===== src/rtl/phy_rx_pkg.sv =====
// Shared definitions for the phy_rx receive path.
//   PHY_BW  : default data width of the interleaved stream and of each lane
//   slot_t  : one-bit slot index within a two-cycle round
//   SLOT_L0 : slot carrying the lane0 byte
//   SLOT_L1 : slot carrying the lane1 byte
package phy_rx_pkg;

    localparam int PHY_BW = 8;

    typedef logic slot_t;

    localparam slot_t SLOT_L0 = 1'b0;
    localparam slot_t SLOT_L1 = 1'b1;

endpackage : phy_rx_pkg


===== src/rtl/demux1x2.sv =====
// demux1x2 : 1:2 lane de-interleaver for the phy_rx path.
// Splits a byte stream that alternates lane0/lane1 every clock back into two
// lanes and presents both bytes of a round together, one round per 2 cycles.
//
// Ports
//   clk           in   1   clock, rising edge
//   reset         in   1   asynchronous reset, active low
//   Entrada       in   BW  interleaved stream byte
//   validEntrada  in   1   Entrada holds a valid byte this cycle
//   sync          in   1   force the current cycle to be slot 0 (lane0)
//   Salida0       out  BW  lane0 byte of the last completed round
//   Salida1       out  BW  lane1 byte of the last completed round
//   validSalida0  out  1   one-cycle strobe, Salida0 carries a valid byte
//   validSalida1  out  1   one-cycle strobe, Salida1 carries a valid byte
//   pair_valid    out  1   one-cycle strobe, both lanes valid this round
//   sync_drop     out  1   one-cycle strobe, sync discarded a pending lane0 byte
module demux1x2
    import phy_rx_pkg::*;
#(
    parameter int BW = PHY_BW
) (
    input  logic          clk,
    input  logic          reset,
    input  logic [BW-1:0] Entrada,
    input  logic          validEntrada,
    input  logic          sync,
    output logic [BW-1:0] Salida0,
    output logic [BW-1:0] Salida1,
    output logic          validSalida0,
    output logic          validSalida1,
    output logic          pair_valid,
    output logic          sync_drop
);

    slot_t          phase_q,   phase_d;
    logic [BW-1:0]  hold0_q,   hold0_d;
    logic           hold0_v_q, hold0_v_d;
    logic [BW-1:0]  salida0_q, salida0_d;
    logic [BW-1:0]  salida1_q, salida1_d;
    logic           vsal0_q,   vsal0_d;
    logic           vsal1_q,   vsal1_d;
    logic           pair_q,    pair_d;
    logic           drop_q,    drop_d;

    // sync overrides the running phase and pins this cycle to lane0.
    slot_t slot;
    assign slot = sync ? SLOT_L0 : phase_q;

    always_comb begin
        phase_d   = ~slot;
        hold0_d   = hold0_q;
        hold0_v_d = hold0_v_q;
        salida0_d = salida0_q;
        salida1_d = salida1_q;
        vsal0_d   = 1'b0;
        vsal1_d   = 1'b0;
        pair_d    = 1'b0;
        drop_d    = 1'b0;

        if (slot == SLOT_L0) begin
            // Capture the lane0 byte; invalid bytes are stored as zero so a
            // stale value can never leak out with the next round.
            hold0_d   = validEntrada ? Entrada : '0;
            hold0_v_d = validEntrada;
            // A re-alignment that lands where lane1 was expected throws away
            // the lane0 byte already waiting for its partner.
            drop_d    = sync && (phase_q == SLOT_L1) && hold0_v_q;
        end else begin
            salida0_d = hold0_q;
            vsal0_d   = hold0_v_q;
            salida1_d = validEntrada ? Entrada : '0;
            vsal1_d   = validEntrada;
            pair_d    = hold0_v_q & validEntrada;
            hold0_v_d = 1'b0;
        end
    end

    always_ff @(posedge clk or negedge reset) begin
        if (!reset) begin
            phase_q   <= SLOT_L0;
            hold0_q   <= '0;
            hold0_v_q <= 1'b0;
            salida0_q <= '0;
            salida1_q <= '0;
            vsal0_q   <= 1'b0;
            vsal1_q   <= 1'b0;
            pair_q    <= 1'b0;
            drop_q    <= 1'b0;
        end else begin
            phase_q   <= phase_d;
            hold0_q   <= hold0_d;
            hold0_v_q <= hold0_v_d;
            salida0_q <= salida0_d;
            salida1_q <= salida1_d;
            vsal0_q   <= vsal0_d;
            vsal1_q   <= vsal1_d;
            pair_q    <= pair_d;
            drop_q    <= drop_d;
        end
    end

    assign Salida0      = salida0_q;
    assign Salida1      = salida1_q;
    assign validSalida0 = vsal0_q;
    assign validSalida1 = vsal1_q;
    assign pair_valid   = pair_q;
    assign sync_drop    = drop_q;

endmodule : demux1x2


===== config.mk =====
export PLATFORM = sky130hd
export DESIGN_NAME = demux1x2
export DESIGN_NICKNAME = d
export VERILOG_FILES = /design/src/rtl/phy_rx_pkg.sv /design/src/rtl/demux1x2.sv
export SDC_FILE = /design/constraint.sdc
export NUM_CORES = 1
export LEC_CHECK = 0
export CORE_AREA = 8 8 60 62
export CTS_BUF_LIST = sky130_fd_sc_hd__clkbuf_4
export CTS_CLUSTER_DIAMETER = 30
export DETAILED_ROUTE_END_ITERATION = 12
export DIE_AREA = 0 0 68 70
export PLACE_DENSITY = 0.78
export SKIP_LAST_GASP = 1
export SLEW_MARGIN = 10
export SYNTH_ARGS = -nofsm -noshare
export SYNTH_HDL_FRONTEND = slang
export SYNTH_SLANG_ARGS = --single-unit

===== constraint.sdc =====
create_clock -name clk -period 1.3 [get_ports clk]
set_input_delay 0.26 -clock clk [delete_from_list [all_inputs] [get_ports clk]]
set_output_delay 0.26 -clock clk [all_outputs]
set_load 0.01 [all_outputs]

# After elaboration in Yosys (flattened, before gate mapping)
# Index checks and enable logic that the tools add are counted.
[op_classes]
muxes = 7
reduce_logical = 2
bitwise_logic = 2
[op_table]
columns = ["cell", "n"]
rows = [
  ["$mux 8", 1],
  ["$mux 1", 6],
  ["$logic_and 1x1->1", 2],
  ["$and 1x1->1", 1],
  ["$not 1->1", 1],
]
[word_totals]
register_bits = 30
elab_cells = 20
input_bits = 12
out_inout_bits = 20

# Depth between registers and ports, before layout
# Gate-level depths: netlist of the first run.
[logic_depth]
ltp_word = 3
ltp_mapped = 5
mapped_depth_nobuf = 2

# Worst setup path after synthesis of the first run
# No wires, ideal clock.
[synth_timing]
kind = "register to register"
start = "register phase_q"
end = "register vsal0_q (netlist: validSalida0)"
setup_time_ns = 0.119
required_ns = 1.181
path_buffers = 3
path_slack_ns = 0.181
period_less_slack_ns = 1.119
path_stages_with_launch = 6
arrival_time_ns = 1.000
cell_sequence = "dfrtp_1 > buf_6 > nor2b_4 > buf_6 > buf_6 > and2_1"
[synth_via]
elab_chain_cells = 2
[synth_rtl]
columns = ["item", "line_no", "text"]
rows = [
  ["start: declaration", "demux1x2.sv:35", "slot_t phase_q, phase_d;"],
  ["start signal: assignment", "demux1x2.sv:90", "phase_q <= phase_d;"],
  ["$mux 1", "demux1x2.sv:47", "assign slot = sync ? SLOT_L0 : phase_q;"],
  ["$mux 1", "demux1x2.sv:60", "if (slot == SLOT_L0) begin"],
  ["named net vsal0_d", "demux1x2.sv:40", "logic vsal0_q, vsal0_d;"],
  ["end signal: assignment", "demux1x2.sv:95", "vsal0_q <= vsal0_d;"],
  ["end: declaration", "demux1x2.sv:40", ""],
]
# The timed path passes the listed nets, and every way through them passes these cells.
# A chain may end at the register's enable or synchronous reset.

# Final worst setup path of the first run
[layout_timing]
start = "register salida1_q[6] (netlist: Salida1[6])"
end = "output Salida1[6]"
[layout_rtl]
columns = ["item", "line_no", "text"]
rows = [
  ["start: declaration", "demux1x2.sv:39", "logic [BW-1:0] salida1_q, salida1_d;"],
  ["start signal: assignment", "demux1x2.sv:94", "salida1_q <= salida1_d;"],
  ["end: declaration", "demux1x2.sv:28", "output logic [BW-1:0] Salida1,"],
]
# No word-level cell between the ends.

==> results of run 1 <==
==> how the worst max path moves through the flow <==
stage                         endpoint  slack, ns  cells after the start
after floorplan           validSalida0       0.18                      5
after global placement      Salida1[4]      -0.01                      4
after detailed placement    Salida1[0]      -0.08                      4
after CTS                   Salida1[7]       0.01                      1
after global routing        Salida1[6]     0.0006                      1
final                       Salida1[6]       0.04                      1
==> cell families after synthesis <==
family,count (synthesis)
muxes,8
buffers and inverters,22
and+or+nand+nor,22
AOI/OAI and AO/OA,16
DFF,30
==> layout make-up <==
class                           count  share of cell area [%]
Clock inverter                      3                   0.720
Inverter                           17                    4.08
Sequential cell                    30                    48.0
Tap cell                           31                    2.48
Multi-Input combinational cell     46                    18.9
Timing Repair Buffer               38                    23.4
Clock buffer                        5                    2.40
==> routing by layer <==
| layer | vias to the layer above | share of wire [%] | GRT usage [%] | wire length [µm] |
|---|---|---|---|---|
| li1 | 390 | - | - | - |
| met1 | 380 | 44 | 13.5 | 1010 |
| met2 | 26 | 46 | 15.7 | 1060 |
| met3 | 3 | 8.4 | 5.58 | 193 |
| met4 | 0 | 1.0 | 3.42 | 23 |
| met5 | - | 0 | 0 | 0 |
==> synthesized netlist by cell type <==
cell type | count | area share [%]
dfrtp_1 | 30 | 65
inv_1 | 16 | 5.2
o21ai_1 | 16 | 6.9
mux2i_1 | 8 | 6.9
nand2_1 | 8 | 2.6
nand3b_1 | 8 | 5.2
buf_6 | 3 | 2.9
and2_1 | 2 | 1.1
and3_1 | 2 | 1.1
buf_2 | 1 | 0.43
clkbuf_1 | 1 | 0.33
inv_2 | 1 | 0.33
nor2b_1 | 1 | 0.54
nor2b_4 | 1 | 1.2
==> metrics by stage <==
step,power (mW),TNS [ns],instances,hold WS (ns)
floorplan,1.25,0,98,-0.0356
global placement,1.48,-0.0774,161,0.490
detailed placement,1.50,-0.514,161,0.497
CTS,1.92,0,169,0.286
global route,2.02,0,170,0.286
finish,1.91,0,170,0.287
==> sequential cells by signal (all words and copies together) (netlist names) <==
name,count
phase_q,1
validSalida0,1
sync_drop,1
validSalida1,1
hold0_v_q,1
Salida0,8
hold0_q,8
pair_valid,1
Salida1,8
==> where the power goes <==
part / switching, mW / internal, mW
combinational: 0.174 / 0.183
clock: 0.289 / 0.192
sequential: 0.0428 / 1.03
total: 0.505 / 1.40
==> what timing repair did <==
| item | CTS | global route |
|---|---|---|
| hold buffers | 0 | 0 |
| setup endpoints to repair | 20 | 4 |
| setup buffers | 0 | 1 |
| gates resized for setup | 20 | 3 |
==> metrics.md, run 1 <==
| Metric | Value |
|---|---|
| Pre-Repair DR Iteration Count | `4` |
| Static Leak | `0.804 nW` |
| Post-synthesis cell count | `98` |
| First-pass GRT wire length | `4020 µm` |
| Largest family of logic cells by synthesized area | `simple AND/OR/NAND/NOR gates` |
| Remaining antenna violation count after routing | `0` |
| Initial Utilization | `43.3%` |
| Area of the multi-input gates | `295 µm²` |
| CORE AREA | `2660 µm²` |
| Most frequent cells in the layout | `30 x dfrtp_1, 17 x dlygate4sd2_1, 16 x inv_1, 16 x o21ai_1, 11 x clkdlybuf4s50_1` |
| Vias in the first global route | `871` |
| Max VDD drop | `0.848 mV` |
| Synth unique cells | `14` |
| Final Critical Period | `1.26 ns` |
| H-tree levels | `2` |
| Adder-cell area share of the yosys netlist | `0%` |
| Final Max Slew Viols | `0` |
| Synth Area in Simple Gates | `11.7%` |
| FF-to-FF End | `Salida1[6]` |
| Clock skew | `0.00598 ns` |
| FF-to-FF setup slack | `0.31 ns` |
| # fillers | `245` |
| Commonest non-fill, non-tap cell in the layout | `dfrtp_1` |
| R2r worst-path depth | `3` |
| Critical Path Start | `Salida1[6]` |
| Layout area overhead | `35.7%` |
| GRT Util Overall | `10.8%` |
| Buffers on Ports | `31` |
| Mux cell area share after synthesis | `6.95%` |
| CTS root buf | `clkbuf_4` |
| HP Class | `primary input to async pin` |
| CP Buf/Inv Count | `1` |
| Family with the most delay on the worst path | `flip-flops` |
| Max stage delay on crit path | `0.40 ns` |
| Post-layout util | `58.7%` |
| Dpl ws | `-0.0796 ns` |
| Post-DP Area | `1530 µm²` |
| Worst path arrival time | `1.00 ns` |
| Row count | `19` |
| Slew headroom | `78.0%` |
| Die Span X | `68 µm` |
| Unrepaired setup endpoints after global routing | `false` |
| Setup ws final | `0.0375 ns` |
| ANT cells | `0` |
| Crit start category | `flop` |
| Max-cap viol count | `0` |
| Crit path cell chain | `dlygate4sd2_1` |
| TritonCTS Buffers | `5` |
| Routed WL | `2290 µm` |
| Post-route cell area | `1560 µm²` |
| Nets | `150` |
| Crit-path max FO | `2` |
| Power Density | `1220 nW/µm²` |
| Crit-path slowest cell | `dfrtp_1` |
| Worst Setup End Kind | `primary output` |
| GRT overflow | `0` |
| Largest net degree at the start of global routing | `31` |
| Reg clk slew, reported paths | `0.09 ns` |
| Routability cong. | `0.699` |
| Post-Synth XOR/XNOR Area | `0%` |
| Drt initial violations | `9` |
| Initial antenna violation count | `0` |
| Status | `finished, final reports clean` |
| DR WL/cell | `13.5 µm` |
| Ports | `32` |
| Synth Warn # | `0` |
| FF/Latch Area | `751 µm²` |
| Die Ht | `70 µm` |
| DR vias/cell | `4.70` |
| Seq cells post-synth | `30` |
| Mapped Area | `1150 µm²` |
| Layout cell share with drive strength beyond 1 | `10.1%` |
| Syn_nets | `110` |
| Fmax achieved | `792 MHz` |
| Sequential fraction of the synthesis area | `65.1%` |
| Final period util | `97.1%` |
| Final hold violation count | `0` |
| Actual slew at the worst max-slew pin | `0.329 ns` |
| # setup viols final | `0` |
| Start of the worst register-to-register path | `phase_q` |
| Worst path required time | `1.04 ns` |
| Clock sinks | `30` |
| Worst-skew pair later-pin latency | `0.32 ns` |
| CTS tree | `yes` |
| Residual DRC | `0` |
| Die area | `4760 µm²` |
| Vias after detailed routing | `799` |
| Maximum clock insertion buffer count | `2` |
| Setup CP Type | `flop to primary output` |
| Compound-Gate Fraction of Synth Area | `6.95%` |
| Detailed Place HPWL | `1730 µm` |
| Avg Cell Area, Syn | `11.8 µm²` |
Power figures use the tool's default switching activity.
==> inputs of run 2 (changes only) <==
CTS_CLUSTER_DIAMETER = 150   (was 30)
==> results of run 2 <==
Final layout, timing and power as in run 1 (identical DEF).
==> inputs of run 3 (changes only) <==
SKIP_LAST_GASP = unset   (was 1)
==> results of run 3 <==
Final layout, timing and power as in run 1 (identical DEF).
